### src/rtl/step_incrementer.sv
// step_incrementer: adds or subtracts a per-transaction step, with wrap or saturate on overflow, into a 2-entry result queue.
// Optional saturation is built only when STEP_INCREMENTER_SATURATE_EN is defined; otherwise every overflow wraps.
module step_incrementer #(
  parameter int unsigned SIZE   = 32,
  parameter int unsigned STEP_W = 8
) (
  input  logic              PCLK,
  input  logic              PRESET,
  input  logic              in_valid,
  output logic              in_ready,
  input  logic [SIZE-1:0]   in_data,
  input  logic [STEP_W-1:0] in_step,
  input  logic              in_dec,
  input  logic              in_sat,
  output logic              out_valid,
  input  logic              out_ready,
  output logic [SIZE-1:0]   out_data,
  output logic              out_ovf,
  output logic [15:0]       ops_cnt
);

  localparam int unsigned CNT_W = 16;
  localparam int unsigned EXT_W = SIZE + 1;

  typedef struct packed {
    logic [SIZE-1:0] data;
    logic            ovf;
  } entry_t;

  typedef enum logic [1:0] {
    OCC_EMPTY = 2'd0,
    OCC_ONE   = 2'd1,
    OCC_FULL  = 2'd2
  } occ_t;

  occ_t   occ_q, occ_d;
  entry_t head_q, tail_q;
  entry_t new_entry;
  logic   full_q;
  logic   push, pop;
  logic   load_head, load_tail, head_from_tail;

  logic [SIZE-1:0]  step_ext;
  logic [EXT_W-1:0] sum_ext, diff_ext;

  // Arithmetic at SIZE+1 bits: the top bit is carry (add) or borrow (subtract).
  assign step_ext = SIZE'(in_step);
  assign sum_ext  = {1'b0, in_data} + {1'b0, step_ext};
  assign diff_ext = {1'b0, in_data} - {1'b0, step_ext};

`ifndef STEP_INCREMENTER_SATURATE_EN
  logic unused_sat;
  assign unused_sat = in_sat;
`endif

  always_comb begin
    new_entry.ovf  = in_dec ? diff_ext[SIZE] : sum_ext[SIZE];
    new_entry.data = in_dec ? diff_ext[SIZE-1:0] : sum_ext[SIZE-1:0];
`ifdef STEP_INCREMENTER_SATURATE_EN
    if (in_sat && new_entry.ovf) begin
      new_entry.data = in_dec ? '0 : '1;
    end
`endif
  end

  assign in_ready = ~full_q & ~PRESET;
  assign push     = in_valid & in_ready;
  assign pop      = out_valid & out_ready;
  assign out_data = head_q.data;
  assign out_ovf  = head_q.ovf;

  // Occupancy state: decides where a pushed result lands and when the tail moves up.
  always_comb begin
    occ_d          = occ_q;
    load_head      = 1'b0;
    load_tail      = 1'b0;
    head_from_tail = 1'b0;
    case (occ_q)
      OCC_EMPTY: begin
        if (push) begin
          load_head = 1'b1;
          occ_d     = OCC_ONE;
        end
      end
      OCC_ONE: begin
        if (push && pop) begin
          load_head = 1'b1;
        end else if (push) begin
          load_tail = 1'b1;
          occ_d     = OCC_FULL;
        end else if (pop) begin
          occ_d = OCC_EMPTY;
        end
      end
      OCC_FULL: begin
        if (pop) begin
          head_from_tail = 1'b1;
          occ_d          = OCC_ONE;
        end
      end
      default: occ_d = OCC_EMPTY;
    endcase
  end

  always_ff @(posedge PCLK or posedge PRESET) begin
    if (PRESET) begin
      occ_q     <= OCC_EMPTY;
      out_valid <= 1'b0;
      full_q    <= 1'b0;
    end else begin
      occ_q     <= occ_d;
      out_valid <= (occ_d != OCC_EMPTY);
      full_q    <= (occ_d == OCC_FULL);
    end
  end

  // Queue storage; the head is what the consumer sees and only moves on load or pop.
  always_ff @(posedge PCLK or posedge PRESET) begin
    if (PRESET) begin
      head_q <= '0;
      tail_q <= '0;
    end else begin
      if (load_head) begin
        head_q <= new_entry;
      end else if (head_from_tail) begin
        head_q <= tail_q;
      end
      if (load_tail) begin
        tail_q <= new_entry;
      end
    end
  end

  always_ff @(posedge PCLK or posedge PRESET) begin
    if (PRESET) begin
      ops_cnt <= '0;
    end else if (pop) begin
      ops_cnt <= ops_cnt + CNT_W'(1);
    end
  end

endmodule
### config.mk
export PLATFORM = sky130hd
export DESIGN_NAME = step_incrementer
export DESIGN_NICKNAME = d
export VERILOG_FILES = /design/src/rtl/step_incrementer.sv
export SDC_FILE = /design/constraint.sdc
export NUM_CORES = 1
export LEC_CHECK = 0
export ABC_AREA = 1
export ABC_CLOCK_PERIOD_IN_PS = 2600
export BUFFER_PORTS_ARGS = -buffer_cell sky130_fd_sc_hd__buf_2
export CORE_ASPECT_RATIO = 2
export CORE_UTILIZATION = 45
export DETAILED_ROUTE_END_ITERATION = 8
export GPL_TIMING_DRIVEN = 0
export PLACE_DENSITY = 0.68
export SLEW_MARGIN = 10
export SYNTH_ARGS = -nofsm -noshare
export SYNTH_HDL_FRONTEND = slang
export SYNTH_SLANG_ARGS = --single-unit
### constraint.sdc
create_clock -name PCLK -period 2.6 [get_ports PCLK]
set_clock_uncertainty 0.1 [all_clocks]
set_input_delay 0.26 -clock PCLK [delete_from_list [all_inputs] [get_ports PCLK]]
set_output_delay 0.26 -clock PCLK [all_outputs]
set_load 0.01 [all_outputs]
## Word level (Yosys, flattened, before mapping)

Cells that the tools add are included.

| storage, ports and cells | value |
|---|---|
| flip-flop bits (word level) | 86 |
| input port bits | 46 |
| output and inout bits | 51 |
| logic and storage cells | 40 |

| operators by class | value |
|---|---|
| add/sub/neg operators | 3 |
| equal/unequal tests | 3 |
| multiplexer cells | 17 |
| bitwise logic cells | 5 |
| reduce and logical (&&, ||, !) cells | 4 |

Operators with widths:

| operator | count |
|---|---|
| $mux 33 | 2 |
| $add 32x8->33 | 1 |
| $sub 32x8->33 | 1 |
| $mux 32 | 1 |
| $add 16x1->16 const B | 1 |
| $mux 2 | 5 |
| $mux 1 | 7 |
| $pmux 2 s3 | 1 |
| $eq 2x2->1 const B | 2 |
| $reduce_bool 2->1 | 2 |
| $and 1x1->1 | 3 |
| $eq 2x1->1 const B | 1 |
| $logic_not 2->1 | 1 |
| $not 1->1 | 2 |
| $pmux 1 s2 | 1 |
| $logic_and 1x1->1 | 1 |

## Logic depth before layout (Yosys ltp)

| logic depth | value |
|---|---|
| word-level depth | 7 |
| depth in mapped cells | 17 |
| gate-level depth less buffers | 16 |

## Least setup slack after synthesis

Ideal clock, no wire load.

| path | value |
|---|---|
| path type | in2reg |
| start | in in_data[0] |
| end | reg head_q, in the netlist out_data[8] |
| setup time | 0.124 ns |
| data arrival time | 1.573 ns |
| required time | 2.376 ns |
| path slack | 0.803 ns |
| cell stages on the path | 12 |
| buffers on the path | 0 |
| cells stage by stage | ha_1 > fa_1 > nand2_1 > nand3_1 > nand2_1 > nand3_1 > nand2_1 > o21ai_0 > nand2_1 > nand2_1 > nand2_1 > nand3_1 |

| on the way | value |
|---|---|
| cells in the longest elaborated chain, start to end | 3 |
| elaborated cells on any way between the ends | 4 |
| those cells by class | add/sub (2); mux (2) |

RTL lines:

| item | line | source |
|---|---|---|
| start, declared | 11 | `input logic [SIZE-1:0] in_data,` |
| $add 32x8->33 / $sub 32x8->33 (equally long branches) | 48, 49 |  |
| $mux 32 * | 58 | `new_entry.data = in_dec ? diff_ext[SIZE-1:0] : sum_ext[SIZE-1:0];` |
| $mux 33 * | 123 | `if (load_head) begin` |
| end signal, assigned | 124 | `head_q <= new_entry;` |
| end signal, assigned | 126 | `head_q <= tail_q;` |
| end, declared | 37 | `entry_t head_q, tail_q;` |

Mark *: on every way between the ends. The rest lies on a longest branch, timed or not.
A chain may end at the register's enable or synchronous reset.

## Worst setup path after layout

| path | value |
|---|---|
| start | in in_data[5] |
| end | reg head_q, in the netlist out_data[28] |

Same word-level chain as after synthesis.

==> results.json <==
{
  "postCtsHoldBufs": 1,
  "p_comb_frac": 0.352,
  "cp_max_fo": 8,
  "p_switching_uw": 1990,
  "initial_core_util": 0.462,
  "place_congestion": 1.01,
  "crit_path_start": "in_data[5]",
  "routedWlPerCell_um": 15.8,
  "max_freq_mhz": 513,
  "min_from": "out_ready",
  "clockPowerShare": 0.241,
  "viasPerCell": 5.12,
  "drt-total-wl_um": 20500,
  "grt_usage": 0.289,
  "nets": 1165,
  "syn_nets": 1058,
  "grt_pass1_vias": 6294,
  "io_pins": 97,
  "grt_max_degree": 64,
  "crit_buf_inv": 2,
  "fin_crit_sh": 0.749,
  "crit_end": "out_data[28]$_DFFE_PP0P_",
  "rsz0062_at_grt": "false",
  "cts-root-buf": "clkbuf_16",
  "clk_latency_ns": 0.34,
  "crit_chain": "buf_2, ha_1, buf_4, nand2_1, nand2_1, nand2_1, nand3_1, nor2_1, nand2_1, nand2_1, nand2_1, nand2_1, nand2_1, nand2_1, nand2_1",
  "drv_cap": 0,
  "dp_slack_ns": 0.370,
  "slew_viol_final": 0,
  "final_hold_viol_count": 0,
  "layout_commonest_cell": "nand2_1",
  "grt.busiest_layer": "met2",
  "drc": 0,
  "tns_ns": 0,
  "mostFrequentLayoutCells": "nand2_1, inv_1, buf_2",
  "clkTransAtPathRegs_ns": 0.06,
  "cts_max_level": 3,
  "worst_pin_slew_ns": 0.655,
  "hold_class": "in2reg",
  "cp_common_cell": "nand2_1",
  "grt_pass1_wl_um": 31900,
  "ys_ff_latch": 86,
  "die_y_um": 171,
  "critical_path_class": "in2reg",
  "final-setup-viol-count": 0,
  "met1_usage": 0.294,
  "finalWorstSetupSlack_ns": 0.651,
  "reg2reg_from": "out_valid$_DFF_PP0_",
  "cts_inserted_buffers": 9,
  "vias": 6627,
  "r2r_cells": 10,
  "r2r_end": "out_data[15]$_DFFE_PP0P_",
  "irDropWorstVdd_uv": 338,
  "fill_cells": 1489,
  "drtIter0Drc": 363,
  "drt-pass1-iter-count": 5,
  "syn_area_mm2": 0.00645,
  "antenna_found_initial": 0,
  "cts_resized": 0,
  "std_cell_rows": 61,
  "synthCells": 993,
  "yosysSeqAreaShare": 0.334,
  "clockBufferDepth": 2,
  "slowest_delay_ns": 0.40,
  "grt_use_met3": 0.0250,
  "sequentialPowerShare": 0.407,
  "p_leak_uw": 0.00417,
  "hpwlAfterDp_um": 16700,
  "critPathSlowestCell": "nor2_1",
  "antenna_left": 0,
  "core_mm2": 0.0140,
  "cts_num_sinks": 86,
  "layout-drive-gt1-share": 0.158,
  "yosysWarnings": 0,
  "die_area_mm2": 0.0148,
  "arrival_ns": 2.07,
  "ys_types": 38,
  "antenna_cells": 0,
  "die_w_um": 86.6,
  "overflow": 0,
  "status": "finished clean",
  "p_int_uw": 3400,
  "gr-usage-met2": 0.544,
  "area_growth_pct": 16.3,
  "post-route-min-period_ns": 1.95,
  "power_density_mw_per_mm2": 719,
  "r2r_setup_slack_ns": 0.77,
  "crit_family": "simple AND/OR/NAND/NOR gates",
  "end_kind": "flip-flop",
  "required_ns": 2.72,
  "postSynthAreaPerCell_um2": 6.49,
  "slew_headroom": 0.563,
  "cts_tree": "done",
  "post_cts_buffers": 0,
  "cp.depth": 15,
  "place.port_buffers": 94,
  "startpoint_type": "input pin",
  "swShare": 0.369
}
## kinds of logic (layout without fill, tap and decap cells)
group / Yosys count / after routing / synth area share
flops: 86 / 86 / 0.334
simple gates: 674 / 674 / 0.449
buf+inv: 144 / 256 / 0.101
fa+ha+maj: 19 / 19 / 0.0392
compound gates: 51 / 51 / 0.0508
xor+xnor: 19 / 19 / 0.0258
## worst min path at each step
stage                              end  slack [ns]  cells past startpoint
2_1_floorplan    tail_q[2]$_DFFE_PP0P_        0.34                      2
3_3_place_gp   ops_cnt[15]$_DFFE_PP0P_        0.35                      1
3_5_place_dp   out_data[4]$_DFFE_PP0P_        0.16                      2
4_1_cts         ops_cnt[1]$_DFFE_PP0P_        0.18                      4
5_1_grt         ops_cnt[0]$_DFFE_PP0P_        0.19                      3
6_report        ops_cnt[0]$_DFFE_PP0P_        0.18                      3
## area by class of cell
| type | count | area [um^2] | area share |
|---|---|---|---|
| well taps | 189 | 236 | 0.0315 |
| flip-flops and latches | 86 | 2150 | 0.287 |
| plain buffers | 27 | 214 | 0.0285 |
| multi-input cells | 763 | 3640 | 0.486 |
| inverters | 117 | 442 | 0.0589 |
| clock buffers | 13 | 260 | 0.0347 |
| repair buffers | 96 | 508 | 0.0677 |
| clock inverters | 3 | 42.5 | 0.00567 |
## flip-flops by register name, indices dropped and copies added (netlist names)
| register | flops |
|---|---|
| out_ovf | 1 |
| out_valid | 1 |
| tail_q | 33 |
| ops_cnt | 16 |
| occ_q | 2 |
| full_q | 1 |
| out_data | 32 |
## tightest hold or removal path, delay by kind of cell
kind | cells | cell delay, ns
xor gates and xnor gates | 1 | 0.08
and+or+nand+nor | 1 | 0.12
buffers and inverters | 1 | 0.11
## through the flow
stage	utilization	cells	hold WS, ns	power [uW]	area, um^2
2_1_floorplan	-	993	0.342	3380	6450
6_report	0.537	1294	0.177	5390	7500
3_5_place_dp	0.514	1277	0.164	4110	7190
3_3_place_gp	0.512	1276	0.354	4060	7160
5_1_grt	0.537	1294	0.194	5790	7500
4_1_cts	0.537	1294	0.179	5430	7500
## per-layer routing
| metal | routed length, um | share of wire | vias up |
|---|---|---|---|
| met3 | 723 | 0.035 | 69 |
| met1 | 7330 | 0.36 | 3008 |
| li1 | - | - | 3338 |
| met2 | 11000 | 0.54 | 212 |
| met5 | 0 | 0 | - |
| met4 | 1380 | 0.067 | 0 |
## power groups by stage
stage | Clock, uW | Combinational [uW] | Sequential, uW
6_report | 1300 | 1900 | 2200
5_1_grt | 1390 | 2160 | 2250
4_1_cts | 1320 | 1920 | 2190
3_5_place_dp | 0 | 1900 | 2210
3_3_place_gp | 0 | 1870 | 2190
2_1_floorplan | 0 | 1110 | 2280
## synth_stat cells
library cell,n,share of area
clkbuf_8,4,0.0085
xnor2_1,5,0.0068
inv_1,113,0.066
nor3_1,15,0.012
nand3_1,95,0.074
o21ai_0,14,0.011
xor2_1,14,0.019
and2_1,2,0.0019
a22oi_1,18,0.021
nand3_2,5,0.0078
inv_2,4,0.0023
dfrtp_1,86,0.33
a211oi_1,1,0.0012
nand3b_1,1,0.0012
clkbuf_1,3,0.0017
a21oi_1,7,0.0054
or2_1,1,0.00097
nor2_4,5,0.0087
nor4_1,2,0.0019
nor2_1,81,0.047
nand2_1,424,0.25
nand2_2,7,0.0068
nor3_2,4,0.0062
nand2_4,1,0.0017
buf_6,6,0.010
a21oi_2,3,0.0041
ha_1,17,0.033
buf_4,4,0.0047
o21a_1,1,0.0012
o211ai_1,4,0.0047
o21ai_1,2,0.0016
nor3_4,1,0.0025
buf_2,10,0.0078
nor4_2,1,0.0019
a31oi_1,1,0.00097
nand4_1,19,0.018
fa_1,2,0.0062
nor2_2,10,0.0097
Power figures use the tool's default switching activity.
